`config.mk`:
```
export PLATFORM = sky130hd
export DESIGN_NAME = pim_mem_controller
export DESIGN_NICKNAME = d
export VERILOG_FILES = /design/src/rtl/pim_pkg.sv /design/src/rtl/pim_mem_controller.sv
export SDC_FILE = /design/constraint.sdc
export NUM_CORES = 1
export LEC_CHECK = 0
export CAP_MARGIN = 5
export CORE_ASPECT_RATIO = 2
export CORE_MARGIN = 10
export CORE_UTILIZATION = 35
export DETAILED_ROUTE_END_ITERATION = 16
export GPL_TIMING_DRIVEN = 0
export PLACE_DENSITY_LB_ADDON = 0.12
export SYNTH_ARGS = -nofsm -noshare
export SYNTH_HDL_FRONTEND = slang
export SYNTH_SLANG_ARGS = --single-unit
```
`constraint.sdc`:
```
create_clock -name clock -period 4.73 [get_ports clock]
set_clock_uncertainty 0.1 [all_clocks]
set_input_delay 0.473 -clock clock [delete_from_list [all_inputs] [get_ports clock]]
set_output_delay 0.473 -clock clock [all_outputs]
set_load 0.03 [all_outputs]
```
`src/rtl/pim_pkg.sv`:
```
// Shared definitions for the PIM memory request sequencer: op codes, FSM states, width defaults.
package pim_pkg;

    localparam int ADDR_W_DEF = 10;
    localparam int DATA_W_DEF = 32;

    typedef enum logic [1:0] {
        OP_READ  = 2'b00,
        OP_WRITE = 2'b01,
        OP_ADD   = 2'b10,
        OP_RSVD  = 2'b11
    } op_t;

    typedef enum logic [2:0] {
        ST_IDLE  = 3'd0,
        ST_RD    = 3'd1,
        ST_WR    = 3'd2,
        ST_QUIET = 3'd3,
        ST_RESP  = 3'd4
    } state_t;

endpackage

```
`src/rtl/pim_mem_controller.sv`:
```
// One-command-in-flight sequencer driving a four-phase Memory port (READ / WRITE / in-memory ADD).
// Optional strobe timeout is compiled in with `define PIM_TIMEOUT_EN.
module pim_mem_controller
    import pim_pkg::*;
#(
    parameter int ADDR_W = ADDR_W_DEF,
    parameter int DATA_W = DATA_W_DEF
`ifdef PIM_TIMEOUT_EN
    ,
    parameter int TIMEOUT_CYCLES = 64
`endif
) (
    input  logic              clock,
    input  logic              reset,
    input  logic              cmd_valid,
    output logic              cmd_ready,
    input  logic [1:0]        cmd_op,
    input  logic [ADDR_W-1:0] cmd_addr,
    input  logic [DATA_W-1:0] cmd_data,
    output logic              rsp_valid,
    input  logic              rsp_ready,
    output logic [DATA_W-1:0] rsp_data,
    output logic              rsp_err,
    output logic [ADDR_W-1:0] mem_address,
    output logic [DATA_W-1:0] mem_data_in,
    output logic              mem_write,
    output logic              mem_read,
    input  logic [DATA_W-1:0] mem_data_out,
    input  logic              mem_ready,
    output state_t            dbg_state
);

    // Command port: a command transfers on the edge where cmd_valid && cmd_ready are both high;
    // response port: a response transfers on the edge where rsp_valid && rsp_ready are both high,
    // and rsp_data/rsp_err hold steady until then.

    state_t            r_state;
    state_t            r_next;
    op_t               r_op;
    logic [DATA_W-1:0] r_operand;
    logic [DATA_W-1:0] r_rdata;
    logic              r_cmd_ready;
    logic              r_rsp_valid;
    logic [DATA_W-1:0] r_rsp_data;
    logic              r_rsp_err;
    logic [ADDR_W-1:0] r_mem_address;
    logic [DATA_W-1:0] r_mem_data_in;
    logic              r_mem_write;
    logic              r_mem_read;
    op_t               w_cmd_op;

`ifdef PIM_TIMEOUT_EN
    localparam int TMO_W = $clog2(TIMEOUT_CYCLES + 1);
    logic [TMO_W-1:0] r_tmo_cnt;
`endif

    assign w_cmd_op = op_t'(cmd_op);

    always_ff @(posedge clock) begin
        if (reset) begin
            r_state       <= ST_IDLE;
            r_next        <= ST_IDLE;
            r_op          <= OP_READ;
            r_operand     <= '0;
            r_rdata       <= '0;
            r_cmd_ready   <= 1'b1;
            r_rsp_valid   <= 1'b0;
            r_rsp_data    <= '0;
            r_rsp_err     <= 1'b0;
            r_mem_address <= '0;
            r_mem_data_in <= '0;
            r_mem_write   <= 1'b0;
            r_mem_read    <= 1'b0;
`ifdef PIM_TIMEOUT_EN
            r_tmo_cnt     <= '0;
`endif
        end else begin
            case (r_state)
                ST_IDLE: begin
`ifdef PIM_TIMEOUT_EN
                    r_tmo_cnt <= '0;
`endif
                    if (cmd_valid) begin
                        r_op          <= w_cmd_op;
                        r_operand     <= cmd_data;
                        r_rdata       <= '0;
                        r_mem_address <= cmd_addr;
                        r_cmd_ready   <= 1'b0;
                        if (w_cmd_op == OP_RSVD) begin
                            r_state     <= ST_RESP;
                            r_rsp_valid <= 1'b1;
                            r_rsp_err   <= 1'b1;
                            r_rsp_data  <= '0;
                        end else if (mem_ready) begin
                            // Previous handshake not yet returned: wait it out before strobing.
                            r_state <= ST_QUIET;
                            r_next  <= (w_cmd_op == OP_WRITE) ? ST_WR : ST_RD;
                        end else if (w_cmd_op == OP_WRITE) begin
                            r_state       <= ST_WR;
                            r_mem_write   <= 1'b1;
                            r_mem_data_in <= cmd_data;
                        end else begin
                            r_state    <= ST_RD;
                            r_mem_read <= 1'b1;
                        end
                    end
                end
                ST_RD: begin
                    if (mem_ready) begin
                        r_rdata    <= mem_data_out;
                        r_mem_read <= 1'b0;
                        r_state    <= ST_QUIET;
                        r_next     <= (r_op == OP_ADD) ? ST_WR : ST_RESP;
                    end
`ifdef PIM_TIMEOUT_EN
                    else if (r_tmo_cnt == TMO_W'(TIMEOUT_CYCLES - 1)) begin
                        r_mem_read  <= 1'b0;
                        r_state     <= ST_RESP;
                        r_rsp_valid <= 1'b1;
                        r_rsp_err   <= 1'b1;
                        r_rsp_data  <= '0;
                    end else begin
                        r_tmo_cnt <= r_tmo_cnt + 1'b1;
                    end
`endif
                end
                ST_WR: begin
                    if (mem_ready) begin
                        r_mem_write <= 1'b0;
                        r_state     <= ST_QUIET;
                        r_next      <= ST_RESP;
                    end
`ifdef PIM_TIMEOUT_EN
                    else if (r_tmo_cnt == TMO_W'(TIMEOUT_CYCLES - 1)) begin
                        r_mem_write <= 1'b0;
                        r_state     <= ST_RESP;
                        r_rsp_valid <= 1'b1;
                        r_rsp_err   <= 1'b1;
                        r_rsp_data  <= '0;
                    end else begin
                        r_tmo_cnt <= r_tmo_cnt + 1'b1;
                    end
`endif
                end
                ST_QUIET: begin
`ifdef PIM_TIMEOUT_EN
                    r_tmo_cnt <= '0;
`endif
                    if (!mem_ready) begin
                        case (r_next)
                            ST_RD: begin
                                r_state    <= ST_RD;
                                r_mem_read <= 1'b1;
                            end
                            ST_WR: begin
                                // r_rdata is zero for WRITE, so this is the plain write data too.
                                r_state       <= ST_WR;
                                r_mem_write   <= 1'b1;
                                r_mem_data_in <= r_rdata + r_operand;
                            end
                            default: begin
                                r_state     <= ST_RESP;
                                r_rsp_valid <= 1'b1;
                                r_rsp_err   <= 1'b0;
                                r_rsp_data  <= (r_op == OP_WRITE) ? '0 : r_rdata;
                            end
                        endcase
                    end
                end
                ST_RESP: begin
                    if (rsp_ready) begin
                        r_rsp_valid <= 1'b0;
                        r_cmd_ready <= 1'b1;
                        r_state     <= ST_IDLE;
                    end
                end
                default: begin
                    r_state     <= ST_IDLE;
                    r_cmd_ready <= 1'b1;
                    r_rsp_valid <= 1'b0;
                    r_mem_write <= 1'b0;
                    r_mem_read  <= 1'b0;
                end
            endcase
        end
    end

    assign cmd_ready   = r_cmd_ready;
    assign rsp_valid   = r_rsp_valid;
    assign rsp_data    = r_rsp_data;
    assign rsp_err     = r_rsp_err;
    assign mem_address = r_mem_address;
    assign mem_data_in = r_mem_data_in;
    assign mem_write   = r_mem_write;
    assign mem_read    = r_mem_read;
    assign dbg_state   = r_state;

endmodule

```
-- Yosys cells after proc, flatten, opt, wreduce, memory -nomap -nowiden
Cells that the tools add are included.
- register bits: 151
- bits of input ports: 81
- output and inout bits: 82
- $add $sub $neg: 1
- equal/unequal tests: 25
- multiplexer cells: 59
- bitwise gates (word level): 4
- reductions and logical operators: 19
- operators by type and width (cell ; count):
    32-bit 2-to-1 mux ; 13
    32-bit case mux with 2 select lines ; 3
    3-bit 2-to-1 mux ; 11
    32-bit adder ; 1
    2-bit inequality test (second input constant) ; 14
    1-bit 2-to-1 mux ; 22
    8-bit AND reduction ; 2
    1-bit case mux with 4 select lines ; 3
    3-bit case mux with 4 select lines ; 1
    6-bit AND reduction ; 2
    3-bit by 2-bit == test with 1-bit output (second input constant) ; 3
    3-bit case mux with 3 select lines ; 1
    2-bit OR reduction ; 4
    7-bit AND reduction ; 1
    3-bit by 1-bit == test with 1-bit output (second input constant) ; 2
    3-bit case mux with 2 select lines ; 1
    3-bit AND reduction ; 2
    5-bit AND reduction ; 1
    2-bit by 1-bit == test with 1-bit output (second input constant) ; 2
    2-bit == test (second input constant) ; 2
    2-bit 2-to-1 mux ; 2
    1-bit NOT ; 4
    4-bit AND reduction ; 1
    2-bit nonzero test ; 2
    8 further kinds ; 8

-- Longest topological paths before layout
- word-level depth: 6
- mapped depth: 10

-- Worst setup path after synthesis
Ideal clock, no wire load.
- path type: reg2reg
- from: reg r_operand[0]
- to: reg r_mem_data_in[20], in the netlist mem_data_in[20]
- setup time: 132 ps
- data arrival time: 2268 ps
- required time: 4498 ps
- setup slack: 2230 ps
- cell stages (with the launch flop): 11
- buffers on the path: 0
- path through: dfxtp_1 > ha_1 > fa_1 > a21o_1 > a21oi_1 > o21ai_2 > a2111oi_4 > nor2_2 > a311oi_2 > xor2_1 > o22ai_1
- word-level cells in the longest chain between the ends: 4
- ends and longest elaborated chain (item ; RTL line ; text):
    from (decl) ; pim_mem_controller.sv:40 ; logic [DATA_W-1:0] r_operand;
    from (signal assigned) ; pim_mem_controller.sv:85 ; r_operand <= cmd_data;
    32-bit adder ; pim_mem_controller.sv:159 ; r_mem_data_in <= r_rdata + r_operand;
    32-bit 2-to-1 mux ; pim_mem_controller.sv:150 ; case (r_next)
    32-bit 2-to-1 mux ; pim_mem_controller.sv:149 ; if (!mem_ready) begin
    32-bit case mux with 2 select lines ; pim_mem_controller.sv:78 ; case (r_state)
    to (signal assigned) ; pim_mem_controller.sv:101 ; r_mem_data_in <= cmd_data;
    to (signal assigned) ; pim_mem_controller.sv:159 ;
    to (decl) ; pim_mem_controller.sv:47 ; logic [DATA_W-1:0] r_mem_data_in;
No other way between the ends. The select of a mux whose other input is x is not followed.
A chain may end at the register's enable or synchronous reset.

-- Worst setup path in the final report
- from: reg r_rdata[0]
- to: reg r_mem_data_in[20], in the netlist mem_data_in[20]
- word-level cells in the longest chain between the ends: 4
- ends and longest elaborated chain (item ; RTL line ; text):
    from (decl) ; pim_mem_controller.sv:41 ; logic [DATA_W-1:0] r_rdata;
    from (signal assigned) ; pim_mem_controller.sv:110 ; r_rdata <= mem_data_out;
    32-bit adder ; pim_mem_controller.sv:159 ;
    32-bit 2-to-1 mux ; pim_mem_controller.sv:150 ;
    32-bit 2-to-1 mux ; pim_mem_controller.sv:149 ;
    32-bit case mux with 2 select lines ; pim_mem_controller.sv:78 ;
No other way between the ends. The select of a mux whose other input is x is not followed.

==> results.cfg <==
[clocking]
post_cts_buffers = 0
clockBufferDepth = 2
clkTransAtPathRegs_ns = 0.07
clockRootBuffer = clkbuf_16
ctsHtreeMaxLevel = 4
cts_buffers = 17
clkLatencyLatePin_ns = 0.43
clock_sinks = 151
cts.repair.resized = 0
cts_tree = yes
cts_hold_buf = 0

[pwr]
vdd_ir_drop_max_v = 0.000219
power_density_nw_per_um2 = 429
netSwitchingPower_w = 0.00169
p_int_w = 0.00274
p_leak_nw = 3.85
power_w = 0.00443
sw_frac_of_total = 0.382
clockPowerShare = 0.310
p_seq_frac = 0.342
combPwrFrac = 0.348

[critical_path]
r2r-end = mem_data_in[20]
r2r-start = r_rdata[0]
r2r_slack_ns = 1.81
cp_max_fo = 4
start_kind = flip-flop
endpoint_kind = flip-flop
required_ns = 4.92
worstPathArrival_ns = 3.10
r2r_cells = 10
path_class = reg2reg

[yosys]
ys_seq_elements = 151
ys_async_sr_fraction = 0
syn_area_per_cell_um2 = 8.11
synthFlopType = dfxtp_1
ys_seq_area_frac = 0.388
yosysWarnings = 0
synth_edf_count = 0
synth_cell_types = 72
synth_cells = 961
syn_area_um2 = 7790
mappedNetlistNets = 1074

[sta]
fin_tns_setup_ns = 0
setup_violations = 0
relSlewSlack = 0.421
fmax_mhz = 343
fin_crit_sh = 0.616
max_slew.worst_pin.slew_ns = 0.868
slew_viol_final = 0
min_period_ns = 2.92
grt_setup_unrepaired = no
hold_violations = 0

[placed_design]
numPlacedInstances = 1398
gp_congestion = 0.908
port_buffers = 161
dpl.hpwl_um = 23300

[worst_hold_path]
holdPathStages = 4
min_path_type = in2reg
hp-start = reset
min_to = mem_data_in[30]

[route]
wl_per_cell_um = 20.9
num_vias = 7648
first_iter_violations = 381
antenna_left = 0
finalWirelength_um = 29900
via_per_inst = 5.35
drc = 0
firstDrtPassIters = 5

[layout]
final_cells = 1430
final_cell_mix = nand2_1, clkdlybuf4s50_1, dfxtp_1
nNetsFinal = 1254
syn_to_final_growth_pct = 32.5
final_common_cell = nand2_1
antennaDiodeCount = 0
drive_gt1_frac = 0.0728

[floorplanning]
start_util = 0.353
die_x_um = 126
die_h_um = 231
core_area_um2 = 22100
dieArea_um2 = 29000
io_pins = 163
rows = 77

[job]
max_cap_viol_count = 0

[global_routing]
grt_max_degree = 17
grt_use_met3 = 0.0352
grt_pass1_vias = 7892
grt-busiest-layer = met2
grt_pass1_wl_um = 45600
antenna_found_initial = 0
grt_overflow_total = 0
grt_use_met1 = 0.202
track_usage = 0.200
grt_util_met2 = 0.383

[outcome]
outcome = finished, final reports clean
==> critical path, cell delays in order (launching register included) <==
cell and delay, ns:
dfxtp_1 0.36, ha_1 0.23, fa_1 0.40, a21o_1 0.23
a21oi_1 0.16, o21ai_2 0.14, a2111oi_4 0.45, nor2_2 0.10
a311oi_2 0.34, xor2_1 0.17, o22ai_1 0.09
==> power by group through the flow <==
stage	Sequential (W)	Clock [W]	Combinational, W
after floorplan	0.00162	0	0.000878
after global placement	0.00154	0	0.00153
after detailed placement	0.00154	0	0.00154
after CTS	0.00151	0.00139	0.00154
after global routing	0.00153	0.00144	0.00167
final	0.00152	0.00138	0.00154
==> metrics by stage <==
| step | setup WS, ns | util | instance area [µm²] | hold slack (ns) |
|---|---|---|---|---|
| 2_1_floorplan | 2.23 | - | 7790 | 0.341 |
| 3_3_place_gp | 1.53 | 0.442 | 9750 | 0.343 |
| 3_5_place_dp | 1.50 | 0.442 | 9750 | 0.347 |
| 4_1_cts | 1.83 | 0.468 | 10300 | 0.279 |
| 5_1_grt | 1.70 | 0.468 | 10300 | 0.295 |
| 6_report | 1.81 | 0.468 | 10300 | 0.291 |
==> synthesized netlist by cell type, types with 3 or more instances <==
cell	n	area, µm²
a2111oi_4	4	110
nand2_1	177	664
and2_1	5	31.3
a311oi_1	9	78.8
nand3_1	44	220
a21o_2	4	35.0
a211o_1	4	35.0
clkbuf_1	41	154
o22ai_1	11	68.8
dfxtp_1	151	3020
a21oi_1	137	686
nor2b_1	12	75.1
ha_1	31	388
xnor2_1	18	158
a211oi_1	12	90.1
a22oi_1	34	255
a21o_1	16	120
o31ai_1	3	22.5
or3_1	3	18.8
clkbuf_8	9	124
and3_1	16	100
o221ai_1	3	26.3
a31oi_1	9	56.3
o21bai_1	3	22.5
o21ai_0	24	120
nand4_1	5	31.3
xor2_1	10	87.6
o21a_1	4	30.0
nor2_1	75	282
buf_6	5	56.3
inv_1	11	41.3
nor3_1	9	45.0
mux2i_1	3	30.0
buf_2	10	50.1
==> logic make-up (layout without fill, tap and decap cells) <==
kind of cell	Yosys count	in the layout	synth area share
compound gates	302	302	0.256
fa+ha+maj	32	32	0.0523
xor+xnor	28	28	0.0315
buf+inv	81	274	0.0613
flops	151	151	0.388
simple gates	364	364	0.207
mux	3	3	0.00385
==> worst max-delay path by stage <==
stage                 startpoint              end  slack (ns)  depth (start not counted)
global placement       cmd_op[0]  mem_data_in[13]        1.53                          9
CTS                   r_rdata[0]  mem_data_in[20]        1.83                         10
global route          r_rdata[0]  mem_data_in[20]        1.70                         10
finish                r_rdata[0]  mem_data_in[20]        1.81                         10
detailed placement     cmd_op[0]  mem_data_in[13]        1.50                          9
floorplan           r_operand[0]  mem_data_in[20]        2.23                         10
==> final cells by class <==
| class | instances | area [µm²] |
|---|---|---|
| fillers | 2197 | 11700 |
| plain buffers | 70 | 437 |
| inverters | 11 | 41.3 |
| clock inverters | 11 | 126 |
| multi-input cells | 729 | 4290 |
| clock buffers | 21 | 450 |
| repair buffers | 161 | 1610 |
| well taps | 276 | 345 |
| flip-flops and latches | 151 | 3020 |
==> layer usage <==
metal  up-vias  routed length [µm]
met5         -                   0
met4         0                1130
met3        50                1330
met2       204               16300
met1      3611               11200
li1       3783                   -
==> flip-flops by register name (all words and copies together) (netlist names) <==
name         flops
rsp_err          1
mem_address     10
r_op             2
r_next           3
mem_write        1
r_operand       32
r_rdata         32
dbg_state        3
mem_read         1
rsp_valid        1
cmd_ready        1
rsp_data        32
mem_data_in     32
Note: power is estimated with default switching activity, not from simulation.
